--- src/rtl/stopwatch_counter.sv ---
// stopwatch_counter: run/pause/clear stopwatch counting 1 Hz ticks into
// seconds and minutes. A full minutes:seconds wrap gives a one-cycle pulse.
// Optional lap capture is built when STOPWATCH_LAP_EN is defined.
module stopwatch_counter #(
    parameter int MAX_SECONDS = 60,
    parameter int MAX_MINUTES = 60
) (
    input  logic       clk,
    input  logic       rst,
    input  logic       start_stop,
    input  logic       clear,
    input  logic       second_tick,
`ifdef STOPWATCH_LAP_EN
    input  logic       lap,
    output logic [5:0] lap_seconds,
    output logic [5:0] lap_minutes,
    output logic       lap_valid,
`endif
    output logic       enable,
    output logic [5:0] seconds,
    output logic [5:0] minutes,
    output logic       running,
    output logic       rollover
);

    // Terminal counts kept at counter width so the compares stay 6 bits.
    localparam logic [5:0] SEC_LAST = 6'(MAX_SECONDS - 1);
    localparam logic [5:0] MIN_LAST = 6'(MAX_MINUTES - 1);

    typedef enum logic [1:0] {
        IDLE    = 2'd0,
        RUNNING = 2'd1,
        PAUSED  = 2'd2
    } state_t;

    state_t     state_q, state_d;
    logic [5:0] seconds_q, seconds_d;
    logic [5:0] minutes_q, minutes_d;
    logic       rollover_q, rollover_d;

    logic       tick_counted;
    assign tick_counted = (state_q == RUNNING) && second_tick && !clear;

    // Next-state logic: clear beats start_stop; clear in IDLE changes nothing.
    always_comb begin
        state_d = state_q;
        case (state_q)
            IDLE: begin
                if (start_stop && !clear) state_d = RUNNING;
            end
            RUNNING: begin
                if (clear)           state_d = IDLE;
                else if (start_stop) state_d = PAUSED;
            end
            PAUSED: begin
                if (clear)           state_d = IDLE;
                else if (start_stop) state_d = RUNNING;
            end
            default: state_d = IDLE;
        endcase
    end

    // Count update: zero in IDLE or on clear, advance only on ticks while running.
    always_comb begin
        seconds_d  = seconds_q;
        minutes_d  = minutes_q;
        rollover_d = 1'b0;
        if (clear || state_q == IDLE) begin
            seconds_d = 6'd0;
            minutes_d = 6'd0;
        end else if (tick_counted) begin
            if (seconds_q == SEC_LAST) begin
                seconds_d = 6'd0;
                if (minutes_q == MIN_LAST) begin
                    minutes_d  = 6'd0;
                    rollover_d = 1'b1;
                end else begin
                    minutes_d = minutes_q + 6'd1;
                end
            end else begin
                seconds_d = seconds_q + 6'd1;
            end
        end
    end

    // State and count registers with synchronous reset.
    always_ff @(posedge clk) begin
        if (rst) begin
            state_q    <= IDLE;
            seconds_q  <= 6'd0;
            minutes_q  <= 6'd0;
            rollover_q <= 1'b0;
        end else begin
            state_q    <= state_d;
            seconds_q  <= seconds_d;
            minutes_q  <= minutes_d;
            rollover_q <= rollover_d;
        end
    end

    assign enable   = (state_q == RUNNING);
    assign running  = (state_q == RUNNING);
    assign seconds  = seconds_q;
    assign minutes  = minutes_q;
    assign rollover = rollover_q;

`ifdef STOPWATCH_LAP_EN
    logic [5:0] lap_seconds_q, lap_seconds_d;
    logic [5:0] lap_minutes_q, lap_minutes_d;
    logic       lap_valid_q, lap_valid_d;

    // Lap capture takes the pre-increment count; clear wipes the lap.
    always_comb begin
        lap_seconds_d = lap_seconds_q;
        lap_minutes_d = lap_minutes_q;
        lap_valid_d   = lap_valid_q;
        if (clear) begin
            lap_seconds_d = 6'd0;
            lap_minutes_d = 6'd0;
            lap_valid_d   = 1'b0;
        end else if (lap && state_q == RUNNING) begin
            lap_seconds_d = seconds_q;
            lap_minutes_d = minutes_q;
            lap_valid_d   = 1'b1;
        end
    end

    // Lap registers with synchronous reset.
    always_ff @(posedge clk) begin
        if (rst) begin
            lap_seconds_q <= 6'd0;
            lap_minutes_q <= 6'd0;
            lap_valid_q   <= 1'b0;
        end else begin
            lap_seconds_q <= lap_seconds_d;
            lap_minutes_q <= lap_minutes_d;
            lap_valid_q   <= lap_valid_d;
        end
    end

    assign lap_seconds = lap_seconds_q;
    assign lap_minutes = lap_minutes_q;
    assign lap_valid   = lap_valid_q;
`endif

endmodule

--- config.mk ---
export PLATFORM = sky130hd
export DESIGN_NAME = stopwatch_counter
export DESIGN_NICKNAME = d
export VERILOG_FILES = /design/src/rtl/stopwatch_counter.sv
export SDC_FILE = /design/constraint.sdc
export NUM_CORES = 1
export LEC_CHECK = 0
export BUFFER_PORTS_ARGS = -buffer_cell sky130_fd_sc_hd__clkbuf_2
export CAP_MARGIN = 25
export CELL_PAD_IN_SITES_DETAIL_PLACEMENT = 1
export CELL_PAD_IN_SITES_GLOBAL_PLACEMENT = 1
export CORE_MARGIN = 2
export CORE_UTILIZATION = 30
export CTS_BUF_LIST = sky130_fd_sc_hd__clkbuf_4
export CTS_CLUSTER_SIZE = 25
export DETAILED_ROUTE_END_ITERATION = 8
export PLACE_DENSITY_LB_ADDON = 0.25
export SKIP_CTS_REPAIR_TIMING = 1
export SLEW_MARGIN = 20
export SYNTH_ARGS = -nofsm -noshare
export SYNTH_HDL_FRONTEND = slang
export SYNTH_SLANG_ARGS = --single-unit
export TNS_END_PERCENT = 5
--- constraint.sdc ---
create_clock -name clk -period 2.55 [get_ports clk]
set_input_delay 0.3825 -clock clk [delete_from_list [all_inputs] [get_ports clk]]
set_output_delay 0.3825 -clock clk [all_outputs]
set_load 0.01 [all_outputs]
# After elaboration in Yosys (flattened, before gate mapping)
# Cells that the tools add are included.
[word_totals]
mem_count = 0
latchBits = 0
wordCells = 34
regBits = 15
romBits = 0
output_inout_bits = 15
mem_bits_rw = 0
[op_classes]
shifts = 0
eq_ne = 7
n_lt_le_gt_ge = 0
multipliers = 0
n_mux = 9
bitwise_logic = 2
div = 0
n_reduce_logical = 10
add_sub_neg = 2
[ops]
columns = ["op", "count"]
rows = [
  ["6-bit by 1-bit adder with 6-bit output, second input constant", 2],
  ["6-bit == test, second input constant", 2],
  ["6-bit two-way mux", 2],
  ["2-bit two-way mux", 5],
  ["3-bit inequality test, second input constant", 2],
  ["2-bit one-hot mux with 3 select lines", 1],
  ["4-bit OR reduction", 1],
  ["1-bit logical AND", 3],
  ["3-bit AND reduction", 1],
  ["2-bit by 1-bit == test with 1-bit output, second input constant", 1],
  ["2-bit == test, second input constant", 1],
  ["2-bit logical NOT", 1],
  ["2-bit inequality test, second input constant", 1],
  ["1-bit inverter", 2],
  ["2-bit AND reduction", 1],
  ["2-bit OR reduction", 1],
  ["1-bit logical NOT", 1],
  ["1-bit logical OR", 1],
  ["1-bit two-way mux", 1],
]

# Depth between registers and ports, before layout
[depth]
word_depth = 5
mapped_depth = 5

# Least setup slack after synthesis
# No wires, ideal clock.
[synth_path]
path_type = "flip-flop to flip-flop"
start = "register minutes_q[0], in the netlist minutes[0]"
end = "register minutes_q[0], in the netlist minutes[0]"
period_less_slack_ps = 1331
path_buffers = 0
stages_incl_launch_ff = 6
path_slack_ps = 1219
t_required_ps = 2429
setup_time_ps = 121
t_arrival_ps = 1210
path_cell_list = "dfxtp_1 -> ha_1 -> nand4_1 -> or2_2 -> o21ai_2 -> nor2_1"
[synth_via]
elab_chain_cells = 2
word_cells_on_any_way = 3
cone_classes = "add/sub: 1; eq/ne: 1; mux: 1"
[synth_lines]
columns = ["item", "line_no", "text"]
rows = [
  ["start, declared", "38", "logic [5:0] minutes_q, minutes_d;"],
  ["start signal, assigned", "96", "minutes_q <= minutes_d;"],
  ["6-bit by 1-bit adder with 6-bit output / 6-bit == test (equally long branches)", "78, 74", ""],
  ["6-bit two-way mux (*)", "74", "if (minutes_q == MIN_LAST) begin"],
]
# Every way passes the cells marked *; elsewhere a longest branch is shown, timed or not.
# A chain may end at the register's enable or synchronous reset.

# Final worst setup path
[layout_path]
start = "register state_q[0]"
end = "output port enable"
[layout_via]
elab_chain_cells = 1
[layout_lines]
columns = ["item", "line_no", "text"]
rows = [
  ["start, declared", "36", "state_t state_q, state_d;"],
  ["start signal, assigned", "94", "state_q <= state_d;"],
  ["2-bit by 1-bit == test with 1-bit output", "101", "assign enable = (state_q == RUNNING);"],
  ["end, declared", "19", "output logic enable,"],
]
# Every way passes these cells.

==> metrics.cfg <==
[global_route]
grt_max_degree = 12
grt_use_total = 0.1371
grt_antenna_before_repair = 0
grt_pass1_wl_mm = 2.615
grt-ovfl-total = 0
grt_pass1_vias = 587

[place]
place_ws_ps = 920.7
portBuffers = 19
dp_hpwl_mm = 1.148
routabilityCongestion = 0.7629

[run_status]
status = completed

[clock_network]
cts_tree = yes
clock_insertion_delay_worst_skew_ps = 280
numCtsBuffers = 3
cts_root_buffer = clkbuf_4
htreeDepth = 1
clk_path_buf_depth = 2
path_clk_slew_ps = 90
clock_sinks = 15

[synth]
synth-seq-cells = 15
synth_top_cell_by_area = dfxtp_1
synth.avg_cell_area_um2 = 9.393
synth_area_leaders = dfxtp_1 44%, xor2_1 11%, nor2_1 7.7%, nand4_1 6.4%, mux2i_1 4.4%
synth_cells = 73
netlist_area_um2 = 685.7
synth-simple-area-share = 0.2828
synth_top_family_by_area = simple AND/OR/NAND/NOR gates
syn_nets = 80
ys_warn_count = 0
synthAdderAreaFrac = 0.03650
synth-compound-area-share = 0.03832
synth_xor_area_frac = 0.1277
yosysTopAreaCellShare = 0.4380
synth.area.mux_share = 0.04380
synth-seq-area-share = 0.4380
ys_types = 22

[timing]
tns_ps = 0
clock.fmax_ghz = 0.6492
period_minus_slack_ps = 1540
tightest_slew_ps = 322.5
final_hold_viol_count = 0
slew_headroom = 0.7827
final.period_utilization = 0.6040
drv_slew = 0
clock_skew_ps = 0.3742
rsz0062_at_grt = false
fin_ws_ps = 1010
setup_violations = 0

[setup_path]
reg2reg_slack_ps = 1090
reg2reg_depth = 4
r2r-end = minutes[2]$_SDFFE_PP0P_
arrival_ps = 1160
rr_startpoint = state_q[0]$_SDFFE_PP0P_
crit_path_end_kind = output pin
cp.required_ps = 2170
critPathMaxFanout = 5
path_class = reg -> out
cp-start-kind = flip-flop

[drt]
drt_first_pass_iters = 2
drt_iter0_drc = 2
ant_nets = 0
drt-total-wl_mm = 1.485
drcViolationCount = 0
post_drt_wl_per_cell_um = 12.17
num_vias = 581
via_per_inst = 4.762

[floorplanning]
die_w_um = 51.81
die_area_um2 = 2684
coreArea_um2 = 2191
std_cell_rows = 17
die_h_um = 51.81
start_util = 0.3130
io_pins = 20

[power_and_ir_drop]
power.density_nw_per_um2 = 481.1
p_leak_nw = 0.3503
ir_drop_uv = 241.6

[finish]
final_common_cell = clkbuf_2
layout_common_cells = 19 x clkbuf_2, 15 x dfxtp_1, 14 x nor2_1
nets = 102
drive_above_1_share = 0.2872
fill_cells = 269
antenna_cells = 0
ff_latch_area_um2 = 300.3
multi_input_area_um2 = 362.8
area_growth_pct = 20.62

[worst_hold_path]
min_from = rst
hold_depth = 2
holdPathEnd = state_q[1]$_SDFFE_PP0P_
hold_path_class = in -> reg

[job]
max_cap_viol_count = 0

-- area by class of cell --
cell class / count / share of cell area
clock buffers: 4 / 0.03631
multi-input cells: 55 / 0.4387
repair buffers: 19 / 0.1150
well taps: 28 / 0.04236
flip-flops and latches: 15 / 0.3631
inverters: 1 / 0.004539
-- registers in the layout (all words and copies together) (netlist names) --
register and cells:
state_q 2, seconds 6, minutes 6, rollover 1
-- cell usage after synthesis --
library cell / instances
xnor2_1: 1
nand3_2: 1
and4bb_2: 1
nand4_1: 7
nand2_1: 3
or2_2: 1
buf_4: 1
and3_1: 4
and4b_1: 1
buf_6: 1
dfxtp_1: 15
mux2i_1: 3
xor2_1: 9
a21oi_1: 1
inv_1: 1
nor3b_1: 1
nor3_1: 3
o21a_1: 1
o21ai_0: 1
ha_1: 2
o21ai_2: 1
nor2_1: 14
-- layer usage --
metal | up-vias | track usage | routed length, um | part of all wire
met1 | 267 | 0.1687 | 701 | 0.47
li1 | 297 | - | - | -
met3 | 4 | 0.02586 | 65 | 0.044
met2 | 13 | 0.2158 | 674 | 0.45
met4 | 0 | 0.09211 | 44 | 0.030
met5 | - | 0 | 0 | 0
-- how the worst max path moves through the flow --
stage	start	cells past startpoint	slack, ps	endpoint
after detailed placement	clear	5	920	minutes[0]$_SDFFE_PP0P_
after global routing	state_q[0]$_SDFFE_PP0P_	3	910	enable
after CTS	state_q[0]$_SDFFE_PP0P_	3	1000	enable
final	state_q[0]$_SDFFE_PP0P_	3	1010	enable
after global placement	clear	5	950	minutes[0]$_SDFFE_PP0P_
after floorplan	minutes[0]$_SDFFE_PP0P_	5	1220	minutes[0]$_SDFFE_PP0P_
-- logic make-up (layout without fill, tap and decap cells) --
group	Yosys count	count (layout)
adders and majority gates	2	2
AOI/OAI and AO/OA	4	4
DFF	15	15
xor gates and xnor gates	10	10
and+or+nand+nor	36	36
muxes	3	3
buffers and inverters	3	24
-- critical path, cell delays in order (launching register included) --
cell and delay [ps]:
dfxtp_1 400, inv_1 80, nor2_1 220, clkbuf_2 180
-- metrics by stage --
step	util	hold slack (ps)	instances	power [W]	cell area (um2)
finish	0.3775	304.0	122	0.0003979	827.0
global route	0.3775	321.3	122	0.0004167	827.0
detailed placement	0.3638	544.1	118	0.0002567	797.0
global placement	0.3638	513.6	118	0.0002562	797.0
CTS	0.3775	298.9	122	0.0004037	827.0
floorplan	-	459.3	73	0.0002507	685.7
-- where the power goes --
| part | internal (W) | leakage [nW] | switching, W |
|---|---|---|---|
| logic | 0.00000638 | 0.211 | 0.00000880 |
| registers | 0.000235 | 0.121 | 0.00000112 |
| clock network | 0.0000713 | 0.0184 | 0.0000752 |
No activity file was read; power rests on OpenSTA's default activity.
